===== src/rtl/decoder_core_pkg.sv =====
// rtl/decoder_core_pkg.sv - shared CPU constants: src_a codes, ALU codes, opcode fields
package decoder_core_pkg;

  // ALU A-operand sources
  localparam logic [1:0] SRC_STK0 = 2'd0;
  localparam logic [1:0] SRC_FP   = 2'd1;
  localparam logic [1:0] SRC_IP   = 2'd2;
  localparam logic [1:0] SRC_CSTK = 2'd3;

  // ALU operation codes used by the decoder itself
  localparam logic [5:0] ALU_PASS_A = 6'h00;
  localparam logic [5:0] ALU_PASS_B = 6'h0F;
  localparam logic [5:0] ALU_ADD    = 6'h20;
  localparam logic [5:0] ALU_AND    = 6'h10;

  // Immediate field masks
  localparam logic [15:0] MASK_UIMM15 = 16'h7FFF;
  localparam logic [15:0] MASK_JMP    = 16'h0FFE;
  localparam logic [15:0] MASK_BASE   = 16'h03FE;

  // insn[14:12] when insn[15]=1
  typedef enum logic [2:0] {
    OP_JMP  = 3'b000,
    OP_RSV1 = 3'b001,
    OP_LD   = 3'b010,
    OP_ST   = 3'b011,
    OP_PUSH = 3'b100,
    OP_FP   = 3'b101,
    OP_RSV6 = 3'b110,
    OP_EXT  = 3'b111
  } op_e;

  // insn[7:6] selector inside the 11111 memory group
  localparam logic [1:0] MEM_LDD = 2'b11;
  localparam logic [1:0] MEM_STD = 2'b01;

endpackage


===== src/rtl/decoder_core_if.sv =====
// rtl/decoder_core_if.sv - instruction word in, decoded control bundle out
interface decoder_core_if;
  logic [15:0] insn;
  logic        imm;
  logic [15:0] imm_mask;
  logic [1:0]  src_a;
  logic [5:0]  alu_sel;
  logic        wr_stk1;
  logic        load;
  logic        pop;
  logic        push;
  logic        load_stk;
  logic        load_fp;
  logic        load_ip;
  logic        byt;
  logic        wr;

  // Fetch side supplies the instruction and consumes the controls
  modport master (
    output insn,
    input  imm, imm_mask, src_a, alu_sel, wr_stk1, load, pop, push,
           load_stk, load_fp, load_ip, byt, wr
  );

  // Decoder side
  modport slave (
    input  insn,
    output imm, imm_mask, src_a, alu_sel, wr_stk1, load, pop, push,
           load_stk, load_fp, load_ip, byt, wr
  );
endinterface


===== src/rtl/decoder_core.sv =====
// rtl/decoder_core.sv - stateless combinational instruction decoder
module decoder_core
  import decoder_core_pkg::*;
(
  input  logic           clk,
  input  logic           rst,
  decoder_core_if.slave  bus
);

  op_e w_op;

  // The decoder holds no state; clk/rst and the operand-only insn bits are
  // gathered here so they are visibly consumed without touching any output.
  logic w_unused;
  assign w_unused = ^{clk, rst, bus.insn[9:8], bus.insn[4:2]};

  assign w_op = op_e'(bus.insn[14:12]);

  // Decode insn into the control bundle; everything defaults to 0 (NOP)
  always_comb begin
    bus.imm      = 1'b0;
    bus.imm_mask = 16'h0000;
    bus.src_a    = SRC_STK0;
    bus.alu_sel  = ALU_PASS_A;
    bus.wr_stk1  = 1'b0;
    bus.load     = 1'b0;
    bus.pop      = 1'b0;
    bus.push     = 1'b0;
    bus.load_stk = 1'b0;
    bus.load_fp  = 1'b0;
    bus.load_ip  = 1'b0;
    bus.byt      = 1'b0;
    bus.wr       = 1'b0;

    if (!bus.insn[15]) begin
      // push uimm15
      bus.imm      = 1'b1;
      bus.imm_mask = MASK_UIMM15;
      bus.alu_sel  = ALU_PASS_B;
      bus.push     = 1'b1;
      bus.load_stk = 1'b1;
    end else begin
      case (w_op)
        OP_JMP: begin
          bus.imm      = 1'b1;
          bus.imm_mask = MASK_JMP;
          bus.src_a    = SRC_IP;
          bus.alu_sel  = ALU_ADD;
          bus.load_ip  = 1'b1;
        end
        OP_LD: begin
          bus.imm      = 1'b1;
          bus.imm_mask = MASK_BASE;
          bus.src_a    = bus.insn[11:10];
          bus.alu_sel  = ALU_ADD;
          bus.load     = 1'b1;
          bus.push     = 1'b1;
          bus.load_stk = 1'b1;
          bus.byt      = bus.insn[0];
        end
        OP_ST: begin
          // store data comes from stk0, so wr_stk1 stays 0
          bus.imm      = 1'b1;
          bus.imm_mask = MASK_BASE;
          bus.src_a    = bus.insn[11:10];
          bus.alu_sel  = ALU_ADD;
          bus.pop      = 1'b1;
          bus.wr       = 1'b1;
          bus.byt      = bus.insn[0];
        end
        OP_PUSH: begin
          bus.imm      = 1'b1;
          bus.imm_mask = MASK_BASE;
          bus.src_a    = bus.insn[11:10];
          bus.alu_sel  = ALU_ADD;
          bus.push     = 1'b1;
          bus.load_stk = 1'b1;
        end
        OP_FP: begin
          bus.imm      = 1'b1;
          bus.imm_mask = MASK_BASE;
          bus.src_a    = bus.insn[11:10];
          bus.alu_sel  = ALU_ADD;
          bus.load_fp  = 1'b1;
        end
        OP_EXT: begin
          if (!bus.insn[11]) begin
            // register ALU op: binary consumes stk1 (pop), unary rewrites stk0
            bus.alu_sel = bus.insn[5:0];
            if (bus.insn[6]) begin
              bus.pop = 1'b1;
            end else begin
              bus.load_stk = 1'b1;
            end
          end else begin
            case (bus.insn[7:6])
              MEM_LDD: begin
                bus.alu_sel  = ALU_PASS_A;
                bus.load     = 1'b1;
                bus.load_stk = 1'b1;
                bus.byt      = bus.insn[0];
              end
              MEM_STD: begin
                // insn[1] keeps the address on the stack (sta) instead of dropping it
                bus.alu_sel  = ALU_PASS_A;
                bus.wr_stk1  = 1'b1;
                bus.pop      = 1'b1;
                bus.wr       = 1'b1;
                bus.load_stk = bus.insn[1];
                bus.byt      = bus.insn[0];
              end
              default: ;
            endcase
          end
        end
        default: ;
      endcase
    end
  end

endmodule


===== src/flat_wrapper.sv =====
// flat-port wrapper written by rule: the top's interface ports become plain ports
module decoder_core_flat import decoder_core_pkg::*;
  (clk, rst, bus_insn, bus_imm, bus_imm_mask, bus_src_a, bus_alu_sel, bus_wr_stk1, bus_load, bus_pop, bus_push, bus_load_stk, bus_load_fp, bus_load_ip, bus_byt, bus_wr);
  decoder_core_if bus_i ();
  input  logic clk;
  input  logic rst;
  input wire logic [$bits(bus_i.insn)-1:0] bus_insn;
  output wire logic [$bits(bus_i.imm)-1:0] bus_imm;
  output wire logic [$bits(bus_i.imm_mask)-1:0] bus_imm_mask;
  output wire logic [$bits(bus_i.src_a)-1:0] bus_src_a;
  output wire logic [$bits(bus_i.alu_sel)-1:0] bus_alu_sel;
  output wire logic [$bits(bus_i.wr_stk1)-1:0] bus_wr_stk1;
  output wire logic [$bits(bus_i.load)-1:0] bus_load;
  output wire logic [$bits(bus_i.pop)-1:0] bus_pop;
  output wire logic [$bits(bus_i.push)-1:0] bus_push;
  output wire logic [$bits(bus_i.load_stk)-1:0] bus_load_stk;
  output wire logic [$bits(bus_i.load_fp)-1:0] bus_load_fp;
  output wire logic [$bits(bus_i.load_ip)-1:0] bus_load_ip;
  output wire logic [$bits(bus_i.byt)-1:0] bus_byt;
  output wire logic [$bits(bus_i.wr)-1:0] bus_wr;
  assign bus_i.insn = bus_insn;
  assign bus_imm = bus_i.imm;
  assign bus_imm_mask = bus_i.imm_mask;
  assign bus_src_a = bus_i.src_a;
  assign bus_alu_sel = bus_i.alu_sel;
  assign bus_wr_stk1 = bus_i.wr_stk1;
  assign bus_load = bus_i.load;
  assign bus_pop = bus_i.pop;
  assign bus_push = bus_i.push;
  assign bus_load_stk = bus_i.load_stk;
  assign bus_load_fp = bus_i.load_fp;
  assign bus_load_ip = bus_i.load_ip;
  assign bus_byt = bus_i.byt;
  assign bus_wr = bus_i.wr;
  decoder_core u_core (.clk(clk), .rst(rst), .bus(bus_i));
endmodule

===== config.mk =====
export PLATFORM = sky130hd
export DESIGN_NAME = decoder_core_flat
export DESIGN_NICKNAME = d
export VERILOG_FILES = /design/src/rtl/decoder_core_pkg.sv /design/src/rtl/decoder_core_if.sv /design/src/rtl/decoder_core.sv /design/src/flat_wrapper.sv
export SDC_FILE = /design/constraint.sdc
export NUM_CORES = 1
export LEC_CHECK = 0
export ABC_AREA = 1
export CORE_MARGIN = 2
export CORE_UTILIZATION = 31
export DETAILED_ROUTE_END_ITERATION = 10
export GPL_ROUTABILITY_DRIVEN = 0
export PLACE_DENSITY_LB_ADDON = 0.15
export SLEW_MARGIN = 0
export SYNTH_ARGS = -nofsm -noshare
export SYNTH_HDL_FRONTEND = slang
export SYNTH_SLANG_ARGS = --single-unit

===== constraint.sdc =====
create_clock -name vclk -period 1.75
set_input_delay 0.2625 -clock vclk [all_inputs]
set_output_delay 0.2625 -clock vclk [all_outputs]
set_load 0.02 [all_outputs]

After elaboration in Yosys (flattened, before gate mapping)
Index checks and enable logic that the tools add are counted.
{"block": "totals", "ff_bits": 0}
{"block": "op_classes", "n_reduce_logical": 6, "mux": 38, "eq_ne": 7}
{"cell": "$mux 1", "count": 25}
{"cell": "$pmux 12 s2", "count": 1}
{"cell": "$mux 16", "count": 1}
{"cell": "$mux 6", "count": 2}
{"cell": "$pmux 1 s2", "count": 6}
{"cell": "$pmux 6 s2", "count": 1}
{"cell": "$eq 3x3->1 const B", "count": 3}
{"cell": "$eq 3x2->1 const B", "count": 2}
{"cell": "$reduce_or 2->1", "count": 3}
{"cell": "$reduce_or 5->1", "count": 1}
{"cell": "$pmux 2 s2", "count": 1}
{"cell": "$reduce_or 4->1", "count": 1}
{"cell": "$logic_not 3->1", "count": 1}
{"cell": "$eq 2x1->1 const B", "count": 1}
{"cell": "$eq 2x2->1 const B", "count": 1}
{"cell": "$mux 2", "count": 1}

Logic depth before layout (Yosys ltp)
{"block": "logic_depth", "ltp_word": 6, "mapped_depth": 6, "mapped_depth_nobuf": 5}

Least setup slack after synthesis
OpenSTA, ideal clock, no wires.
{"block": "synth_path", "kind": "in2out", "start": "in bus_insn[14]", "end": "out bus_imm_mask[2]", "stages": 6, "required_ps": 1487, "arrival_time_ps": 1042, "slack_ps": 446, "path_cell_list": "inv_2 > nand2_2 > nand2_1 > nor2_2 > nand2_1 > buf_4"}
{"block": "synth_between", "elab_chain_cells": 4, "elab_cells_between_ends": 8}
{"item": "start: declaration", "line_no": "flat_wrapper.sv:7", "rtl": "input wire logic [$bits(bus_i.insn)-1:0] bus_insn;"}
{"item": "$eq 3x3->1 or $eq 3x2->1 (tied branches)", "line_no": "decoder_core.sv:43", "rtl": "case (w_op)"}
{"item": "$reduce_or 4->1 (no source line)"}
{"item": "$pmux 12 s2 *", "line_no": "decoder_core.sv:43"}
{"item": "$mux 16 *", "line_no": "decoder_core.sv:35", "rtl": "if (!bus.insn[15]) begin"}
{"item": "end: declaration", "line_no": "flat_wrapper.sv:9", "rtl": "output wire logic [$bits(bus_i.imm_mask)-1:0] bus_imm_mask;"}
Mark *: on every way between the ends. The rest lies on a longest branch, timed or not.

Worst setup path in the final report
{"block": "layout_path", "start": "in bus_insn[6]", "end": "out bus_pop"}
{"block": "layout_between", "elab_chain_cells": 5, "elab_cells_between_ends": 6}
{"item": "$eq 2x1->1", "line_no": "decoder_core.sv:96", "rtl": "case (bus.insn[7:6])"}
{"item": "$mux 1", "line_no": "decoder_core.sv:96"}
{"item": "$mux 1 *", "line_no": "decoder_core.sv:87", "rtl": "if (!bus.insn[11]) begin"}
{"item": "$pmux 1 s2 *", "line_no": "decoder_core.sv:43"}
{"item": "$mux 1 *", "line_no": "decoder_core.sv:35"}
{"item": "end: declaration", "line_no": "flat_wrapper.sv:14", "rtl": "output wire logic [$bits(bus_i.pop)-1:0] bus_pop;"}
Marked as above.

==> out/results.tsv <==
stage	metric	value	unit
cells_and_area	Post-layout nets	152	
cells_and_area	Seq cells	0	
worst_hold_path	Hold Crit Class	in2out	
cells_and_area	Core Util, Final	0.638	
power_and_ir_drop	worst vdd ir	0.102	mV
placed_design	placed cells	147	
die	Std-Cell Rows	13	
status	outcome	completed	
grt	pin count of the biggest net entering global routing	11	
timing	worst setup margin	110	ps
worst_hold_path	WHS Path Cells	4	
drt	routed length per placed instance	9.46	um
die	die area	1760	um^2
job	max-cap violation count	0	
worst_hold_path	min-delay src	bus_insn[15]	
synthesis	Commonest cells post-synth	nand2_1 (26), nor2_1 (15), buf_4 (13), inv_1 (9)	
cells_and_area	share of layout cells above drive strength 1	0.258	
placed_design	final HPWL from detailed placement	1210	um
drt	DR vias/cell	4.20	
synthesis	synth unique cells	18	
power_and_ir_drop	Pwr Total	225	uW
timing	final max-slew violation count	0	
cells_and_area	sequential cell area	0	um^2
synthesis	area share of the largest cell type after synthesis	0.218	
die	Die W	42.0	um
synthesis	Mapped Avg Cell Area	4.91	um^2
die	num ports	52	
power_and_ir_drop	Leak Pwr	0.469	nW
drt	Initial DRC Count	8	
placed_design	pre-CTS WS	-532	ps
grt	GRT Resource Usage Total	0.157	
synthesis	synthesized area	447	um^2
power_and_ir_drop	Cell Pwr Density	267	nW/um^2
synthesis	top cells by area, synth	buf_4 (22%), nand2_1 (22%), nor2_1 (13%)	
cells_and_area	non-filler cells, final	147	
synthesis	most frequent cell after synthesis	nand2_1	
cells_and_area	clock buffer count	0	
grt	GRT overflow	0	
timing	Setup Viol. Count Final	0	
synthesis	Ys Warns	0	
setup_path	crit path DAT	1380	ps
drt	Pre-antenna DRT Iters	4	
cells_and_area	ant diodes	0	
setup_path	CP startpoint	bus_insn[6]	
timing	Final Hold Fails	0	
cells_and_area	Area Growth Syn to Fin	88.2	%
setup_path	Data required, critical path	1490	ps
drt	via count	618	
synthesis	Post-Syn Nets	109	
cells_and_area	fillers	136	
setup_path	Crit Path Class	in2out	
setup_path	CP Max Fanout	5	
timing	fin crit period	1640	ps
synthesis	Mapped Cells	91	
drt	antenna-violating nets left	0	
placed_design	IO Port Bufs	47	
setup_path	Critical Path Source Type	input port	
setup_path	CP endpoint kind	output port	
timing	Fmax achieved	610	MHz
synthesis	leading area contributor after synthesis	buf_4	
die	chip height	42.0	um
grt	initial antenna violation count	0	
die	Core ar.	1320	um^2
die	initial core utilization	0.339	
timing	setup TNS	0	ps
grt	first-pass GRT wire length	2340	um
clocking	hold buffers post-CTS	0	
drt	Routed WL	1390	um
grt	vias in the first global route	547	
timing	RSZ-0062 raised after global routing	no	
synthesis	sequential-to-total area share from yosys stat	0	
drt	DRC Markers	0	
timing	Final Cycle Share	0.937	
logic make-up (layout without fill, tap and decap cells):
group / after synthesis / after routing / share of synthesized area
buffers and inverters: 30 / 71 / 0.364
AOI/OAI and AO/OA: 6 / 6 / 0.0840
other: 1 / 1 / 0.00840
and+or+nand+nor: 54 / 54 / 0.543
cells in the final DEF (no fill, tap or decap), types with 3 or more instances in the layout:
cell type	count
clkdlybuf4s15_2	4
dlygate4sd2_1	25
inv_2	6
nor2_2	3
clkdlybuf4s50_1	9
nand3_1	6
clkbuf_2	7
inv_1	9
nand2_1	25
buf_4	7
nor2_1	15
final cells by class:
cell class	instances	area, um^2	share of cell area
timing repair buffer	55	475	0.565
multi-input combinational	61	287	0.341
inverter	16	60.1	0.0714
tap	15	18.8	0.0223
power breakdown:
group / switching, mW / leakage, nW / internal [mW] / total (mW)
Sequential: 0 / 0 / 0 / 0
Combinational: 0.131 / 0.469 / 0.0939 / 0.225
Clock: 0 / 0 / 0 / 0
stage by stage:
stage / hold WS, ps / instance area, um^2
floorplan: 597 / 447
global placement: 1540 / 893
detailed placement: 1560 / 893
CTS: 1260 / 868
global route: 1080 / 841
finish: 1060 / 841
path summary, 6_finish.rpt:
check	slack (ps)	to
max	110	bus_pop
min	1060	bus_load
timing repair:
item,in CTS,in global routing
pin swaps,0,0
resized for setup,52,12
endpoints found under the setup margin,33,20
setup buffers,0,0
critical path, stage by stage:
cell,delay (ps)
clkdlybuf4s50_1,530
o21ai_1,90
a21oi_1,140
dlygate4sd2_1,350
layer usage:
layer	part of all wire	vias up	routed length (um)	track usage
li1	-	341	-	-
met1	0.41	253	569	0.205
met2	0.53	24	731	0.297
met3	0.064	0	89	0.00870
met4	0	0	0	0
met5	0	-	0	0
Power figures use the tool's default switching activity.
